### src/rtl/regfile_pkg.sv
// Shared register-file definitions: widths, zero-register constant,
// and the write-back requester identifiers.
package regfile_pkg;

  localparam int IDX_W  = 5;
  localparam int DATA_W = 32;
  localparam int NREG   = 2 ** IDX_W;

  localparam logic [IDX_W-1:0] REG_ZERO = '0;

  typedef enum logic {
    REQ_A = 1'b0,
    REQ_B = 1'b1
  } req_e;

endpackage

### src/rtl/regfile_wr_arbiter_wr_hold_slot.sv
// Single-entry write-back holding buffer (valid/idx/data).
// Ports: clk, rst (sync high), load (capture), clr (retire),
//        load_idx/load_data in, hv/hidx/hdata held contents out.
module wr_hold_slot #(
  parameter int IDX_W  = 5,
  parameter int DATA_W = 32
) (
  input  logic              clk,
  input  logic              rst,
  input  logic              load,
  input  logic              clr,
  input  logic [IDX_W-1:0]  load_idx,
  input  logic [DATA_W-1:0] load_data,
  output logic              hv,
  output logic [IDX_W-1:0]  hidx,
  output logic [DATA_W-1:0] hdata
);

  // load beats clr: a granted slot refilled in the same cycle stays valid
  always_ff @(posedge clk) begin
    if (rst) begin
      hv    <= 1'b0;
      hidx  <= '0;
      hdata <= '0;
    end else if (load) begin
      hv    <= 1'b1;
      hidx  <= load_idx;
      hdata <= load_data;
    end else if (clr) begin
      hv    <= 1'b0;
    end
  end

endmodule

### src/rtl/regfile_wr_arbiter.sv
// Two-requester register-file write-port arbiter with hazard mask.
// Ports: clk, rst (sync high); a_*/b_* valid/ready/idx/data requesters;
//   Wr_en/Wr_idx/Data_in to the register file; R1_idx/R2_idx in,
//   r1_hazard/r2_hazard/pend_mask out. Optional WR_ARB_STATS_EN adds
//   stat_conflicts and stat_x0_drops saturating counters.
module regfile_wr_arbiter
  import regfile_pkg::*;
#(
  parameter int DATA_W = regfile_pkg::DATA_W,
  parameter int IDX_W  = regfile_pkg::IDX_W
) (
  input  logic                  clk,
  input  logic                  rst,
  input  logic                  a_valid,
  output logic                  a_ready,
  input  logic [IDX_W-1:0]      a_idx,
  input  logic [DATA_W-1:0]     a_data,
  input  logic                  b_valid,
  output logic                  b_ready,
  input  logic [IDX_W-1:0]      b_idx,
  input  logic [DATA_W-1:0]     b_data,
  output logic                  Wr_en,
  output logic [IDX_W-1:0]      Wr_idx,
  output logic [DATA_W-1:0]     Data_in,
  input  logic [IDX_W-1:0]      R1_idx,
  input  logic [IDX_W-1:0]      R2_idx,
  output logic                  r1_hazard,
  output logic                  r2_hazard,
  output logic [2**IDX_W-1:0]   pend_mask
`ifdef WR_ARB_STATS_EN
  ,
  output logic [31:0]           stat_conflicts,
  output logic [31:0]           stat_x0_drops
`endif
);

  localparam int NR = 2 ** IDX_W;
  localparam logic [IDX_W-1:0] ZERO = IDX_W'(REG_ZERO);

  logic              hv_a, hv_b;
  logic [IDX_W-1:0]  hidx_a, hidx_b;
  logic [DATA_W-1:0] hdata_a, hdata_b;
  logic              load_a, load_b;
  logic              grant_a, grant_b, grant_any;
  logic              same_idx, a_wins;
  logic [IDX_W-1:0]  g_idx;
  logic [DATA_W-1:0] g_data;
  req_e              rr_ptr;
  logic              old_b;

  assign load_a = a_valid & a_ready;
  assign load_b = b_valid & b_ready;

  wr_hold_slot #(.IDX_W(IDX_W), .DATA_W(DATA_W)) u_slot_a (
    .clk       (clk),
    .rst       (rst),
    .load      (load_a),
    .clr       (grant_a),
    .load_idx  (a_idx),
    .load_data (a_data),
    .hv        (hv_a),
    .hidx      (hidx_a),
    .hdata     (hdata_a)
  );

  wr_hold_slot #(.IDX_W(IDX_W), .DATA_W(DATA_W)) u_slot_b (
    .clk       (clk),
    .rst       (rst),
    .load      (load_b),
    .clr       (grant_b),
    .load_idx  (b_idx),
    .load_data (b_data),
    .hv        (hv_b),
    .hidx      (hidx_b),
    .hdata     (hdata_b)
  );

  // Same destination: oldest first keeps write order; else round-robin
  assign same_idx = (hidx_a == hidx_b) && (hidx_a != ZERO);
  assign a_wins   = same_idx ? ~old_b : (rr_ptr == REQ_A);

  assign grant_a   = hv_a & (~hv_b | a_wins);
  assign grant_b   = hv_b & (~hv_a | ~a_wins);
  assign grant_any = grant_a | grant_b;

  // Ready depends only on registered slot state
  assign a_ready = ~hv_a | grant_a;
  assign b_ready = ~hv_b | grant_b;

  always_comb begin
    g_idx  = '0;
    g_data = '0;
    unique case (1'b1)
      grant_a: begin
        g_idx  = hidx_a;
        g_data = hdata_a;
      end
      grant_b: begin
        g_idx  = hidx_b;
        g_data = hdata_b;
      end
      default: ;
    endcase
  end

  assign Wr_idx  = g_idx;
  assign Data_in = g_data;
  assign Wr_en   = grant_any & (g_idx != ZERO);

  always_ff @(posedge clk) begin
    if (rst) begin
      rr_ptr <= REQ_A;
      old_b  <= 1'b0;
    end else begin
      if (hv_a & hv_b)
        rr_ptr <= grant_a ? REQ_B : REQ_A;
      // old_b: B's held entry predates A's
      if (load_a & load_b)
        old_b <= 1'b0;
      else if (load_a)
        old_b <= hv_b & ~grant_b;
      else if (load_b)
        old_b <= 1'b0;
    end
  end

  always_comb begin
    pend_mask = '0;
    for (int i = 1; i < NR; i++) begin
      pend_mask[i] = (hv_a && (hidx_a == IDX_W'(i))) ||
                     (hv_b && (hidx_b == IDX_W'(i)));
    end
  end

  assign r1_hazard = pend_mask[R1_idx];
  assign r2_hazard = pend_mask[R2_idx];

`ifdef WR_ARB_STATS_EN
  always_ff @(posedge clk) begin
    if (rst) begin
      stat_conflicts <= '0;
      stat_x0_drops  <= '0;
    end else begin
      if (hv_a && hv_b && (stat_conflicts != '1))
        stat_conflicts <= stat_conflicts + 32'd1;
      if (grant_any && (g_idx == ZERO) && (stat_x0_drops != '1))
        stat_x0_drops <= stat_x0_drops + 32'd1;
    end
  end
`endif

endmodule

### config.mk
export PLATFORM = sky130hd
export DESIGN_NAME = regfile_wr_arbiter
export DESIGN_NICKNAME = d
export VERILOG_FILES = /design/src/rtl/regfile_pkg.sv /design/src/rtl/regfile_wr_arbiter_wr_hold_slot.sv /design/src/rtl/regfile_wr_arbiter.sv
export SDC_FILE = /design/constraint.sdc
export NUM_CORES = 1
export LEC_CHECK = 0
export BUFFER_PORTS_ARGS = -buffer_cell sky130_fd_sc_hd__buf_2
export CAP_MARGIN = 20
export CORE_MARGIN = 2
export CORE_UTILIZATION = 50
export CTS_BUF_LIST = sky130_fd_sc_hd__clkbuf_8
export CTS_CLUSTER_SIZE = 20
export DETAILED_ROUTE_END_ITERATION = 7
export GPL_ROUTABILITY_DRIVEN = 0
export PLACE_DENSITY = 0.81
export SYNTH_ARGS = -nofsm -noshare
export SYNTH_HDL_FRONTEND = slang
export SYNTH_SLANG_ARGS = --single-unit
### constraint.sdc
create_clock -name clk -period 5 [get_ports clk]
set_input_delay 0.5 -clock clk [delete_from_list [all_inputs] [get_ports clk]]
set_output_delay 0.5 -clock clk [all_outputs]
set_load 0.05 [all_outputs]
==> results.yml <==
sta:
  holdWs_ns: 0.380
  finalClockSkew_ns: 0.0110
  rsz0062_at_grt: "false"
  finalSetupViolations: 0
  clock.fmax_mhz: 267
  setup_tns_ns: 0
  tightest_slew_ns: 0.949
  fin_crit_ns: 3.74
  slew_viol_final: 0
  period_share: 0.748
  hold_viol: 0
  relSlewSlack: 0.364
cts:
  postCtsResizedCells: 0
  clk_pin_slew_ns: 0.09
  cts_tree: "built"
  post_cts_buffers: 0
  cts_hold_buf: 0
  max-clock-path-buffers: 2
  cts-root-buf: "clkbuf_8"
  numClockSinks: 78
  numCtsBuffers: 9
  insertion_delay_ns: 0.35
  htreeDepth: 3
global_route:
  gr-usage-met3: 0.0550
  grt.overflow.total: 0
  grt_use_total: 0.248
  grt_pass1_vias: 4157
  grt_max_degree: 79
  antenna_found_initial: 0
  grt_pass1_wl_mm: 20.2
  busiest_layer: "met2"
  use_met1: 0.319
  grt_util_met2: 0.410
worst_setup_path:
  critPathKind: "register to primary output"
  cp.arrival_ns: 3.24
  crit_start: "u_slot_a.hidx[3]"
  r2r_end: "u_slot_b.hdata[16]"
  worstReg2RegStart: "u_slot_a.hidx[3]"
  cp_data_required_time_ns: 4.50
  cp-start-kind: "register"
  endpoint_kind: "primary output"
  rrSetupSlack_ns: 1.87
  rr_worst_depth: 7
  critPathMaxFanout: 28
  critPathCapture: "Data_in[1]"
floorplan:
  die_x_um: 99.9
  ios: 162
  core_mm2: 0.00906
  die-area_mm2: 0.00999
  start_util: 0.508
  die_y_um: 99.9
  fp-row-count: 35
placement:
  placed_cells: 736
  dp_hpwl_mm: 9.30
  numPortBuffers: 160
power:
  combinationalPowerShare: 0.232
  p_leak_nw: 2.67
  swShare: 0.326
  p_clk_frac: 0.310
  ir_drop_v: 0.000191
  p_seq_frac: 0.458
  power_switching_w: 0.000497
  power.density_mw_per_mm2: 277
  p_int_w: 0.00103
synthesis:
  synth_warnings: 0
  syn_area_mm2: 0.00460
  synthDistinctLibCells: 60
  synth-seq-area-share: 0.339
  async_reset_ff_frac: 0
  yosys.area.top_type_share: 0.339
  syn-num-nets: 598
  synth_area_leaders: "dfxtp_1 34%, mux2i_1 18%, a22o_1 6.7%"
  synth_top_flop_cell: "dfxtp_1"
  ys_ff_latch: 78
  syn_avg_cell_area_um2: 9.02
  synth-edff-count: 0
  yosys-top-cells-count: "84 x mux2i_1, 80 x nor2_1, 78 x dfxtp_1"
  yosys.area.top_type: "dfxtp_1"
  synth_most_common_cell: "mux2i_1"
  syn_inst: 510
route:
  first_pass_iters: 5
  ant_nets: 0
  via_per_inst: 5.89
  wl_per_cell_um: 17.0
  vias: 4442
  wl_mm: 12.8
  drc: 0
  drt_first_iter_violations: 240
final_layout:
  syn_to_final_growth_pct: 19.5
  layout.nets: 725
  final_core_util: 0.607
  drive_gt1_frac: 0.313
  instances_no_fill: 754
job:
  maxCapViolations: 0
outcome:
  status: "complete, no violations"
hold_path:
  hold_class: "input port to register"
==> power by group through the flow <==
stage                     sequential [W]  clock (W)  combinational, W
after global routing            0.000704   0.000506          0.000379
after detailed placement        0.000711          0          0.000348
after floorplan                 0.000693          0          0.000287
final                           0.000698   0.000472          0.000354
after global placement          0.000708          0          0.000339
after CTS                       0.000697   0.000480          0.000349
==> layout make-up <==
class,instances,area (um2)
tap,111,139
sequential,78,1560
fill,791,3570
inverter,13,48.8
clock inverter,7,73.8
antenna,1,2.50
clock buffer,9,124
multi-input combinational,370,2690
timing repair buffer,165,858
==> cell families after synthesis <==
family | count (synthesis) | share of synthesized area
buffers and inverters | 62 | 0.0835
and+or+nand+nor | 164 | 0.187
DFF | 78 | 0.339
other | 1 | 0.000815
muxes | 87 | 0.190
AOI/OAI and AO/OA | 114 | 0.192
xor gates and xnor gates | 4 | 0.00761
==> worst max-delay path: stages, from the launching register on <==
cell	delay, ns
dfxtp_1	0.58
xor2_1	0.18
nor4_4	0.49
a21o_1	0.26
a21oi_2	0.10
nor2b_2	0.37
buf_4	0.41
a22o_1	0.22
buf_2	0.27
==> how the worst min path moves through the flow <==
stage | from | slack, ns | end | depth (start not counted)
finish | b_data[10] | 0.38 | u_slot_b.hdata[10] | 3
global route | b_data[8] | 0.37 | u_slot_b.hdata[8] | 3
global placement | u_slot_a.hdata[20] | 0.47 | u_slot_a.hdata[20] | 2
floorplan | rr_ptr | 0.46 | rr_ptr | 2
detailed placement | rr_ptr | 0.48 | rr_ptr | 2
CTS | b_data[26] | 0.37 | u_slot_b.hdata[26] | 3
==> layer usage <==
metal	part of all wire	up-vias	routed length, um
li1	-	2131	-
met1	0.42	2094	5370
met2	0.49	195	6250
met3	0.075	22	961
met4	0.017	0	221
met5	0	-	0
==> stage by stage <==
step           setup slack (ns)  cell area (um2)  power [W]
2_1_floorplan             0.611             4600   0.000980
3_3_place_gp               1.61             5270    0.00105
3_5_place_dp               1.53             5270    0.00106
4_1_cts                    1.14             5470    0.00153
5_1_grt                    1.07             5500    0.00159
6_report                   1.26             5500    0.00152
==> state kept, by name, summed over array words and instances (netlist names) <==
signal / cells
old_b: 1
rr_ptr: 1
u_slot_a.hdata: 32
u_slot_a.hidx: 5
u_slot_a.hv: 1
u_slot_b.hdata: 32
u_slot_b.hidx: 5
u_slot_b.hv: 1
==> cells in the final DEF (no fill, tap or decap), types with 3 or more instances in the layout <==
cell       Yosys  routed
a21oi_1       10      10
a221oi_1       3       3
a22o_1        35      35
buf_2          6     160
buf_4          3       4
clkbuf_8       0       9
clkinv_2       0       3
dfxtp_1       78      78
inv_1         12      12
mux2_2         3       3
mux2i_1       84      84
nand2_1       17      17
nand2b_1      13      13
nand3_1        6       6
nand3b_1       5       5
nand4b_1       6       6
nand4bb_1      5       5
nor2_1        80      80
nor3_1         6       6
nor3b_1        5       5
nor4_1         4       4
o22a_1         7       7
o22ai_1       27      27
or2_2          4       4
xor2_1         4       4
No activity file was read; power rests on OpenSTA's default activity.
